`config.mk`:
```
export PLATFORM = sky130hd
export DESIGN_NAME = sync_div_n_flat
export DESIGN_NICKNAME = d
export VERILOG_FILES = /design/src/rtl/sync_div_n_if.sv /design/src/rtl/sync_div_n.sv /design/src/flat_wrapper.sv
export SDC_FILE = /design/constraint.sdc
export NUM_CORES = 1
export LEC_CHECK = 0
export CORE_UTILIZATION = 35
export DETAILED_ROUTE_END_ITERATION = 10
export PLACE_DENSITY = 0.61
export SLEW_MARGIN = 10
export SYNTH_ARGS = -nofsm -noshare
export SYNTH_HDL_FRONTEND = slang
export SYNTH_SLANG_ARGS = --single-unit
```
`constraint.sdc`:
```
create_clock -name clk -period 3.3 [get_ports clk]
set_input_delay 0.99 -clock clk [delete_from_list [all_inputs] [get_ports clk]]
set_output_delay 0.99 -clock clk [all_outputs]
set_load 0.05 [all_outputs]
```
`src/rtl/sync_div_n_if.sv`:
```
// Control and status bundle for the programmable divide-by-N counter.
// The controller drives en/restart/div_m1/div_load; the divider returns count, tick, div_out and pending.
interface sync_div_n_if #(
  parameter int WIDTH = 5
);
  logic             en;
  logic             restart;
  logic [WIDTH-1:0] div_m1;
  logic             div_load;
  logic [WIDTH-1:0] count;
  logic             tick;
  logic             div_out;
  logic             pending;

  modport master (
    output en, restart, div_m1, div_load,
    input  count, tick, div_out, pending
  );

  modport slave (
    input  en, restart, div_m1, div_load,
    output count, tick, div_out, pending
  );
endinterface

```
`src/rtl/sync_div_n.sv`:
```
// Programmable divide-by-N down counter producing a terminal-count tick and a near-50% square wave.
// A divisor written through the shadow register is applied only at a period boundary (or on restart).
module sync_div_n #(
  parameter int WIDTH      = 5,
  parameter int DEFAULT_M1 = 31
) (
  input  logic         clk,
  input  logic         reset,
  sync_div_n_if.slave  bus
);

  localparam logic [WIDTH-1:0] DEF_M1 = WIDTH'(DEFAULT_M1);

  logic [WIDTH-1:0] count_q;
  logic [WIDTH-1:0] active_m1;
  logic [WIDTH-1:0] shadow_m1;
  logic             pending_q;
  logic             div_q;

  logic [WIDTH-1:0] sel;
  logic             reload;
  logic             dec;
  logic             count_we;
  logic [WIDTH-1:0] count_nx;
  logic [WIDTH-1:0] active_nx;
  logic [WIDTH:0]   half_nx;
  logic             div_nx;

  always_comb begin
    sel       = pending_q ? shadow_m1 : active_m1;
    // restart always realigns; otherwise the terminal count of an enabled cycle reloads
    reload    = bus.restart | (bus.en & (count_q == '0));
    dec       = bus.en & ~bus.restart & (count_q != '0);
    count_we  = reload | dec;
    count_nx  = count_q;
    active_nx = active_m1;
    if (reload) begin
      count_nx  = sel;
      active_nx = sel;
    end else if (dec) begin
      count_nx  = count_q - 1'b1;
    end
    // high for the upper ceil(N/2) counts of the period that follows
    half_nx = ({1'b0, active_nx} + 1'b1) >> 1;
    div_nx  = ({1'b0, count_nx} >= half_nx);
  end

  always_ff @(posedge clk) begin
    if (reset) begin
      count_q   <= DEF_M1;
      active_m1 <= DEF_M1;
      shadow_m1 <= DEF_M1;
      pending_q <= 1'b0;
      div_q     <= 1'b1;
    end else begin
      if (count_we) begin
        count_q   <= count_nx;
        active_m1 <= active_nx;
        div_q     <= div_nx;
      end
      // a write in a reload cycle stays pending for the following boundary
      if (bus.div_load) begin
        shadow_m1 <= bus.div_m1;
        pending_q <= 1'b1;
      end else if (reload) begin
        pending_q <= 1'b0;
      end
    end
  end

  assign bus.count   = count_q;
  assign bus.tick    = bus.en & ~bus.restart & (count_q == '0);
  assign bus.div_out = div_q;
  assign bus.pending = pending_q;

endmodule
```
`src/flat_wrapper.sv`:
```
// flat-port wrapper written by rule: the top's interface ports become plain ports
module sync_div_n_flat 
#(
  parameter int WIDTH      = 5,
  parameter int DEFAULT_M1 = 31
)
  (clk, reset, bus_en, bus_restart, bus_div_m1, bus_div_load, bus_count, bus_tick, bus_div_out, bus_pending);
  sync_div_n_if #(.WIDTH(WIDTH)) bus_i ();
  input  logic clk;
  input  logic reset;
  input wire logic [$bits(bus_i.en)-1:0] bus_en;
  input wire logic [$bits(bus_i.restart)-1:0] bus_restart;
  input wire logic [$bits(bus_i.div_m1)-1:0] bus_div_m1;
  input wire logic [$bits(bus_i.div_load)-1:0] bus_div_load;
  output wire logic [$bits(bus_i.count)-1:0] bus_count;
  output wire logic [$bits(bus_i.tick)-1:0] bus_tick;
  output wire logic [$bits(bus_i.div_out)-1:0] bus_div_out;
  output wire logic [$bits(bus_i.pending)-1:0] bus_pending;
  assign bus_i.en = bus_en;
  assign bus_i.restart = bus_restart;
  assign bus_i.div_m1 = bus_div_m1;
  assign bus_i.div_load = bus_div_load;
  assign bus_count = bus_i.count;
  assign bus_tick = bus_i.tick;
  assign bus_div_out = bus_i.div_out;
  assign bus_pending = bus_i.pending;
  sync_div_n #(.WIDTH(WIDTH), .DEFAULT_M1(DEFAULT_M1)) u_core (.clk(clk), .reset(reset), .bus(bus_i));
endmodule
```
==> results of run 1 <==
[state kept, by name, indices dropped and copies added (netlist names)]
register            flops
u_core.bus.pending      1
u_core.bus.div_out      1
u_core.shadow_m1        5
u_core.active_m1        5
u_core.bus.count        5
[cell usage after synthesis, types with 4 or more instances]
cell type,count
a211o_1,8
nor2b_1,6
ha_1,7
nor3_1,4
a21oi_1,4
nand3_1,5
or2_1,6
inv_1,6
mux2i_1,6
nand2_1,5
nor2_1,7
dfxtp_1,17
[per-stage QoR]
stage	hold slack, ps	cell area (um2)
after global placement	546	1400
after CTS	572	1440
after detailed placement	546	1400
final	562	1450
after global routing	596	1450
after floorplan	489	1130
[layer usage]
| layer | share of wire (%) | routed length (um) |
|---|---|---|
| met4 | 1.2 | 31 |
| met1 | 51 | 1290 |
| met2 | 45 | 1150 |
| met5 | 0 | 0 |
| met3 | 2.5 | 64 |
[cell usage in the layout, fill, tap and decap left out, drive strengths merged, types with 2 or more instances in the layout]
cell           instances
xnor2                  3
xor2                   3
nand2                  5
mux2i                  6
or2                    6
a32oi                  2
nand3                  5
nor2b                  6
o21ai                  5
mux2                   2
dfxtp                 17
ha                     7
nor3                   4
nor4                   2
a21o                   2
a21oi                  4
nand2b                 2
a211o                  8
inv                    6
clkdlybuf4s50         15
a21boi                 3
clkbuf                 3
nor2                   7
buf                   10
[worst register-to-register path, stage by stage, from the launching register on]
cell,delay [ps]
dfxtp_1,370
inv_1,70
ha_1,260
nand4bb_4,160
o21ai_4,220
mux2_2,370
ha_1,210
nand3_1,120
xnor2_1,130
mux2i_1,100
ha_1,290
nor4_1,260
nor3_1,80
a21o_1,180
[cell families after synthesis]
family,count (synthesis),synth area share (%)
and+or+nand+nor,43,22.4
AOI/OAI and AO/OA,34,23.3
DFF,17,30.2
buffers and inverters,12,4.33
muxes,8,7.33
adders and majority gates,7,7.77
xor gates and xnor gates,6,4.66
[repair_timing]
item                       4_1_cts  5_1_grt
gates resized for setup          2        2
pin swaps                        1        0
setup endpoints to repair        1        1
[worst paths after layout]
kind	to	slack [ps]	cells past startpoint
setup / recovery	u_core.bus.div_out	140	12
setup reg to reg	u_core.bus.div_out	390	13
hold reg to reg	u_core.active_m1[0]	560	1
hold / removal	u_core.active_m1[0]	560	1
[cell type report]
type | count | area share, %
clock buffer | 3 | 1.56
tap | 44 | 3.81
timing repair buffer | 26 | 17.1
sequential | 17 | 23.5
multi-input combinational | 98 | 52.1
inverter | 6 | 1.56
clock inverter | 1 | 0.346
[power groups by stage]
stage          Clock (mW)  Sequential, mW  Combinational (mW)
3_3_place_gp            0           0.245               0.182
3_5_place_dp            0           0.245               0.185
6_report            0.116           0.240               0.186
4_1_cts             0.119           0.240               0.186
2_1_floorplan           0           0.265               0.104
5_1_grt             0.127           0.243               0.208
==> results.ini, run 1 <==
[status]
status = completed

[yosys]
synthArstFlopShare_pct = 0
syn_nets = 144
synth_flop_cell = dfxtp_1
ys_seq_area_share_pct = 30.2
syn_inst = 127
synth_largest_area_cell = dfxtp_1
synth_cell_types = 42
syn_area_mm2 = 0.00113
avgSynthCellArea_um2 = 8.88
yosys_register_bits = 17
synth_edf_count = 0
ys_warn_count = 0
synth_top_area_share_pct = 30.2
netlist_top_cells_area = dfxtp_1 (30%), ha_1 (7.8%), a211o_1 (6.2%)

[global_route]
grt_max_degree = 18
grt_pass1_vias = 926
antenna_found_initial = 0
grt_use_met3_pct = 2.64
grt-ovfl-total = 0
track_usage_pct = 15.9
use_met2_pct = 24.4
grt_pass1_wl_um = 4190
grt_use_met1_pct = 22.0
busiest_layer = met2

[power_and_ir_drop]
p_leak_nw = 0.615
clkPwrFrac_pct = 21.4
switchingPower_uw = 187
power_density_mw_per_mm2 = 375
total_power_uw = 542
max-vdd-ir-drop_uv = 110
switching_share_pct = 34.5
combPwrFrac_pct = 34.3
power.internal_uw = 355
power_frac_seq_pct = 44.4

[setup_path]
critical_path_buf_inv_count = 1
max_stage_delay_ps = 370
critPathSlowestCell = mux2_2
startpoint = bus_en
path_max_fanout = 4
arrival_ps = 3360
crit_family = simple AND/OR/NAND/NOR gates
required_ps = 3500
endpoint_kind = flip-flop
worstPathCellList = dlygate4sd2_1 -> nand4bb_4 -> o21ai_4 -> mux2_2 -> ha_1 -> nand3_1 -> xnor2_1 -> mux2i_1 -> ha_1 -> nor4_1 -> nor3_1 -> a21o_1
start_kind = input pin
worstReg2RegStart = u_core.bus.count[0]
cp_common_cell = ha_1
crit_type = input pin to flip-flop

[floorplan]
coreArea_mm2 = 0.00305
rows = 20
io_pins = 18
chipHeight_um = 58.8
die_w_um = 58.8
dieArea_mm2 = 0.00345
start_util_pct = 36.9

[clock_tree]
cts_tree = yes
clk_latency_ps = 300
clk_pin_slew_ps = 100
cts_hold_buf = 0
cts_buffer_depth = 2
h-tree-depth = 1
numCtsBuffers = 3
cts_setup_buffers = 0
clock-sinks = 17
cts_root_buf = clkbuf_4

[cells_and_area]
final_cells = 195
multiInputGateArea_um2 = 753
fin_util_pct = 47.3
regArea_um2 = 340
drive_gt1_share_pct = 14.6
final_nets = 169
fillCellCount = 322
syn_to_final_growth_pct = 28.2
num_antenna_cells = 0

[run]
maxCapViolations = 0

[min_path]
min-delay-start = u_core.shadow_m1[0]
worstHoldPathType = flip-flop to flip-flop

[routing]
dr.pass1.iters = 4
drc_errors = 0
viasPerCell = 5.11
ant_nets = 0
vias = 996
routed_wl_um = 2540
drt-wirelength-per-cell_um = 13.0
drtIter0Drc = 22

[timing]
fmax_mhz = 317
maxSlewHeadroom_pct = 60.2
grt_setup_unrepaired = no
finalSetupViolCount = 0
hold_viol = 0
finalClockSkew_ps = 0.971
period_share_pct = 95.6
setup_tns_ps = 0
tightest_slew_ps = 595
period_needed_ps = 3160
drv_slew = 0
worst_slack_ps = 144

[place]
dpl.hpwl_um = 1930
port_buffers = 17
post-place-ws_ps = -367
placedCellCount = 191
gp_congestion = 0.826

No activity file was read; power rests on OpenSTA's default activity.
==> run 2: changes to the inputs <==
--- a/config.mk
+++ b/config.mk
@@ -5,6 +5,7 @@
 export SDC_FILE = /design/constraint.sdc
 export NUM_CORES = 1
 export LEC_CHECK = 0
+export CORE_ASPECT_RATIO = 1.2
 export CORE_UTILIZATION = 35
 export DETAILED_ROUTE_END_ITERATION = 10
 export PLACE_DENSITY = 0.61
==> constraint.sdc (replaced) <==
create_clock -name clk -period 3.55 [get_ports clk]
set_input_delay 1.065 -clock clk [delete_from_list [all_inputs] [get_ports clk]]
set_output_delay 1.065 -clock clk [all_outputs]
set_load 0.05 [all_outputs]
==> results.ini, run 2 (synthesis gave the netlist of run 1 again) <==
[cells_and_area]
drive_gt1_share_pct = 15.1  ; +0.56 points
stdcell_area_mm2 = 0.00146  ; +0.69%
layout_commonest_cell = dfxtp_1
num_antenna_cells = 0  ; unchanged
fillCellCount = 295  ; -8.4%
final_nets = 170  ; +0.59%
final_cell_mix = dfxtp_1 (17), clkdlybuf4s50_1 (15), buf_4 (10)
syn_to_final_growth_pct = 29.1

[place]
dpl.hpwl_um = 2150  ; +11%
gp_congestion = 0.825  ; -0.11%
port_buffers = 17  ; unchanged
place_area_mm2 = 0.00140  ; -0.18%

[global_route]
antenna_found_initial = 0  ; unchanged
grt_max_degree = 18  ; unchanged
grt_pass1_vias = 998  ; +7.8%
grt-ovfl-total = 0  ; unchanged
track_usage_pct = 17.8  ; +1.9 points
grt_pass1_wl_um = 4550  ; +8.6%

[timing]
period_share_pct = 93.3
drv_slew = 0  ; unchanged
fmax_mhz = 302
period_needed_ps = 3310
grt_setup_unrepaired = no
tightest_slew_ps = 577  ; -18.6 ps
finalSetupViolCount = 0  ; unchanged
maxSlewHeadroom_pct = 61.4  ; +1.2 points
setup_tns_ps = 0  ; unchanged
hold_viol = 0  ; unchanged
finalClockSkew_ps = 5.95  ; +4.98 ps

[setup_path]
start_kind = input pin
crit_family = buffers and inverters
worstReg2RegStart = u_core.bus.count[0]
endpoint_kind = flip-flop
path_max_fanout = 5  ; +1
critPathSlowestCell = clkdlybuf4s50_1
required_ps = 3740  ; +240 ps
startpoint = bus_restart
crit_type = input pin to flip-flop
cp_common_cell = ha_1
max_stage_delay_ps = 480  ; +110 ps
worstPathCellList = clkdlybuf4s50_1 -> inv_1 -> o21ai_4 -> mux2_2 -> ha_1 -> nand3_1 -> xnor2_1 -> mux2i_1 -> ha_1 -> nor4_2 -> nor3_1 -> a21o_1
arrival_ps = 3500  ; +140 ps
critical_path_buf_inv_count = 2  ; +1

[power_and_ir_drop]
max-vdd-ir-drop_uv = 233  ; +110%
power_density_mw_per_mm2 = 354  ; -5.4%
switching_share_pct = 35.3  ; +0.72 points
total_power_uw = 516  ; -4.8%
combPwrFrac_pct = 36.0  ; +1.7 points
switchingPower_uw = 182  ; -2.8%
power_frac_seq_pct = 43.3  ; -1.1 points
power.internal_uw = 334  ; -5.8%
clkPwrFrac_pct = 20.6  ; -0.8 points
p_leak_nw = 0.630  ; +2.3%

[clock_tree]
cts_hold_buf = 0  ; unchanged
cts_setup_buffers = 0  ; unchanged
numCtsBuffers = 3  ; unchanged
clk_latency_ps = 290  ; about the same
cts_buffer_depth = 2  ; unchanged
h-tree-depth = 1  ; unchanged
clock-sinks = 17  ; unchanged
cts_root_buf = clkbuf_4
cts_tree = yes
clk_pin_slew_ps = 110  ; about the same

[floorplan]
chipHeight_um = 64.2  ; +9.2%
start_util_pct = 36.9  ; about the same
coreArea_mm2 = 0.00306  ; about the same
dieArea_mm2 = 0.00345  ; about the same
io_pins = 18  ; unchanged
die_w_um = 53.8  ; -8.4%
rows = 22  ; +10%

[routing]
vias = 1060  ; +6.4%
ant_nets = 0  ; unchanged
drt-wirelength-per-cell_um = 15.4  ; +18%
viasPerCell = 5.64  ; +10%
drc_errors = 0  ; unchanged
dr.pass1.iters = 4  ; unchanged
routed_wl_um = 2890  ; +14%
drtIter0Drc = 33  ; +50%

[run]
maxCapViolations = 0  ; unchanged

[status]
status = completed

[min_path]
worstHoldPathType = flip-flop to flip-flop
min-delay-start = u_core.shadow_m1[0]

==> run 2: changes by cell type in the layout (fill, tap and decap cells not counted), sizes merged <==
| cell | delta |
|---|---|
| dlymetal6s2s | +1 |
| buf | +1 |
| dlygate4sd2 | -1 |
==> run 2: final cells by class <==
| type | count | area [um2] | share of cell area (%) |
|---|---|---|---|
| clock buffer | 3 | 22.5 | 1.55 |
| clock inverter | 1 | 5.00 | 0.344 |
| inverter | 6 | 22.5 | 1.55 |
| multi-input combinational | 98 | 762 | 52.4 |
| sequential | 17 | 340 | 23.4 |
| tap | 36 | 45.0 | 3.10 |
| timing repair buffer | 27 | 258 | 17.7 |
==> run 2: power by group through the flow <==
stage / combinational (mW) / clock (mW) / sequential, mW
2_1_floorplan: 0.0971 / 0 / 0.246
6_report: 0.186 / 0.106 / 0.223
3_5_place_dp: 0.176 / 0 / 0.227
4_1_cts: 0.177 / 0.110 / 0.223
3_3_place_gp: 0.171 / 0 / 0.227
5_1_grt: 0.203 / 0.122 / 0.225
==> run 2: timing repair <==
action / CTS / global route
setup endpoints to repair: 0 / 1
gates resized for setup: 0 / 5
hold endpoints to repair: 0 / 0
==> run 2: metrics by stage <==
step | hold slack, ps | instances | worst slack (ps) | utilization, %
4_1_cts | 573 | 188 | 59.5 | 46.8
6_report | 579 | 188 | 238 | 47.6
3_3_place_gp | 527 | 184 | -126 | 45.9
5_1_grt | 603 | 188 | 148 | 47.6
2_1_floorplan | 489 | 127 | 134 | -
3_5_place_dp | 552 | 184 | -236 | 45.9
==> run 2: per-layer routing <==
| layer | GRT usage (%) | part of all wire (%) |
|---|---|---|
| met5 | 0 | 0 |
| met4 | 3.95 | 0.49 |
| met3 | 2.14 | 4.4 |
| met2 | 31.6 | 52 |
| met1 | 21.8 | 43 |
==> run 2: worst paths after layout <==
kind	end	slack, ps	cells past startpoint
setup / recovery	u_core.bus.div_out	240	12
hold / removal	u_core.active_m1[0]	580	1
setup reg to reg	u_core.bus.div_out	570	13
hold reg to reg	u_core.active_m1[0]	580	1
==> run 3: changes to the inputs <==
--- a/config.mk
+++ b/config.mk
@@ -8,7 +8,7 @@
 export CORE_ASPECT_RATIO = 1.2
 export CORE_UTILIZATION = 35
 export DETAILED_ROUTE_END_ITERATION = 10
-export PLACE_DENSITY = 0.61
+export PLACE_DENSITY = 0.68
 export SLEW_MARGIN = 10
 export SYNTH_ARGS = -nofsm -noshare
 export SYNTH_HDL_FRONTEND = slang
==> results.ini, run 3 (synthesis gave the netlist of run 1 again) <==
[timing]
fmax_mhz = 306  ; +1.3%
worst_slack_ps = 281  ; +42.9 ps
grt_setup_unrepaired = no
period_needed_ps = 3270  ; -42.9 ps
hold_viol = 0  ; unchanged
tightest_slew_ps = 555  ; -21.5 ps
maxSlewHeadroom_pct = 62.9  ; +1.4 points
drv_slew = 0  ; unchanged
period_share_pct = 92.1  ; -1.2 points
finalClockSkew_ps = 8.96  ; +3.00 ps
finalSetupViolCount = 0  ; unchanged
whs_ps = 564  ; -15.4 ps

[clock_tree]
clk_latency_ps = 320  ; +30 ps
cts_buffer_depth = 2  ; unchanged
cts_root_buf = clkbuf_4
cts_setup_buffers = 0  ; unchanged
cts_hold_buf = 0  ; unchanged
cts-resized-gates = 0  ; unchanged
numCtsBuffers = 3  ; unchanged
clock-sinks = 17  ; unchanged
clk_pin_slew_ps = 100  ; about the same
cts_tree = yes
h-tree-depth = 1  ; unchanged

[setup_path]
crit_type = input pin to flip-flop
endpoint_kind = flip-flop
critPathSlowestCell = clkdlybuf4s50_1
critical_path_buf_inv_count = 2  ; unchanged
r2r_slack_ps = 620  ; +50 ps
path_max_fanout = 4  ; -1
crit_family = simple AND/OR/NAND/NOR gates
worstReg2RegStart = u_core.bus.count[0]
r2r-end = u_core.bus.div_out
worstPathCellList = clkdlybuf4s50_1 -> inv_1 -> o21ai_4 -> and2_1 -> a21o_1 -> ha_1 -> nand3_1 -> xnor2_1 -> mux2i_1 -> ha_1 -> nor4_2 -> nor3_1 -> a21o_1
arrival_ps = 3480  ; -20 ps
start_kind = input pin
required_ps = 3760  ; +20 ps
max_stage_delay_ps = 420  ; -60 ps
ff2ff_path_depth = 13  ; unchanged

[status]
status = completed

[global_route]
grt-ovfl-total = 0  ; unchanged
track_usage_pct = 17.3  ; -0.47 points
grt_pass1_vias = 976  ; -2.2%
grt_pass1_wl_um = 4400  ; -3.2%
antenna_found_initial = 0  ; unchanged
grt_max_degree = 18  ; unchanged

[cells_and_area]
multiInputGateArea_um2 = 756  ; -0.82%
drive_gt1_share_pct = 13.9  ; -1.2 points
num_antenna_cells = 0  ; unchanged
fillCellCount = 302  ; +2.4%
final_cells = 187  ; -0.53%
final_nets = 169  ; -0.59%
syn_to_final_growth_pct = 27.9
fin_util_pct = 47.2  ; -0.45 points
layout_commonest_cell = dfxtp_1
final_cell_mix = dfxtp_1 (17), clkdlybuf4s50_1 (15), buf_4 (9)
regArea_um2 = 340  ; unchanged

[place]
placedCellCount = 183  ; -0.54%
dpl.hpwl_um = 2030  ; -5.5%
gp_congestion = 0.806  ; -2.3%
port_buffers = 17  ; unchanged
post-place-ws_ps = -207  ; +28.9 ps

[floorplan]
die_w_um = 53.8  ; unchanged
chipHeight_um = 64.2  ; unchanged
rows = 22  ; unchanged
io_pins = 18  ; unchanged
coreArea_mm2 = 0.00306  ; unchanged
dieArea_mm2 = 0.00345  ; unchanged
start_util_pct = 36.9  ; unchanged

[routing]
vias = 1043  ; -1.6%
routed_wl_um = 2680  ; -7.2%
drtIter0Drc = 18  ; -45%
drt-wirelength-per-cell_um = 14.3  ; -6.7%
ant_nets = 0  ; unchanged
drc_errors = 0  ; unchanged
viasPerCell = 5.58  ; -1.1%
dr.pass1.iters = 4  ; unchanged

[min_path]
min-delay-start = u_core.shadow_m1[0]
whs_endpoint = u_core.active_m1[0]
worstHoldPathType = flip-flop to flip-flop
holdPathStages = 1  ; unchanged

[run]
maxCapViolations = 0  ; unchanged

[power_and_ir_drop]
power_density_mw_per_mm2 = 357  ; +0.86%
p_leak_nw = 0.624  ; -0.86%
max-vdd-ir-drop_uv = 250  ; +7.6%
total_power_uw = 515  ; about the same

[run 3: worst max-delay path by stage]
stage | start | to | slack, ps | cells past startpoint
2_1_floorplan | bus_restart | bus_tick | 130 | 2
3_5_place_dp | bus_en | u_core.bus.div_out | -210 | 12
6_report | bus_restart | u_core.bus.div_out | 280 | 13
3_3_place_gp | bus_en | u_core.bus.div_out | -110 | 12
5_1_grt | bus_restart | u_core.bus.div_out | 140 | 12
4_1_cts | bus_en | u_core.bus.div_out | 120 | 12
[run 3: where the power goes]
part,leakage [nW],switching (mW),internal [mW]
combinational,0.466,0.0946,0.0845
sequential,0.141,0.0171,0.205
clock,0.0177,0.0717,0.0422
total,0.624,0.183,0.332
[run 3: per-stage QoR]
step / cell area (um2) / setup TNS (ps)
after detailed placement: 1390 / -207
after global routing: 1440 / 0
after CTS: 1420 / 0
final: 1440 / 0
after floorplan: 1130 / 0
after global placement: 1390 / -110
[run 3: final cells by class]
cell class | count | area share [%]
clock buffer | 3 | 1.56
clock inverter | 1 | 0.347
inverter | 6 | 1.56
multi-input combinational | 98 | 52.4
sequential | 17 | 23.6
tap | 36 | 3.13
timing repair buffer | 26 | 17.4
[run 3: routing by layer]
layer | global-route usage (%) | part of all wire (%) | vias to the layer above
met5 | 0 | 0 | -
met4 | 8.55 | 2.5 | 0
met3 | 1.90 | 3.7 | 7
met2 | 30.2 | 53 | 24
met1 | 19.8 | 41 | 500
li1 | - | - | 512
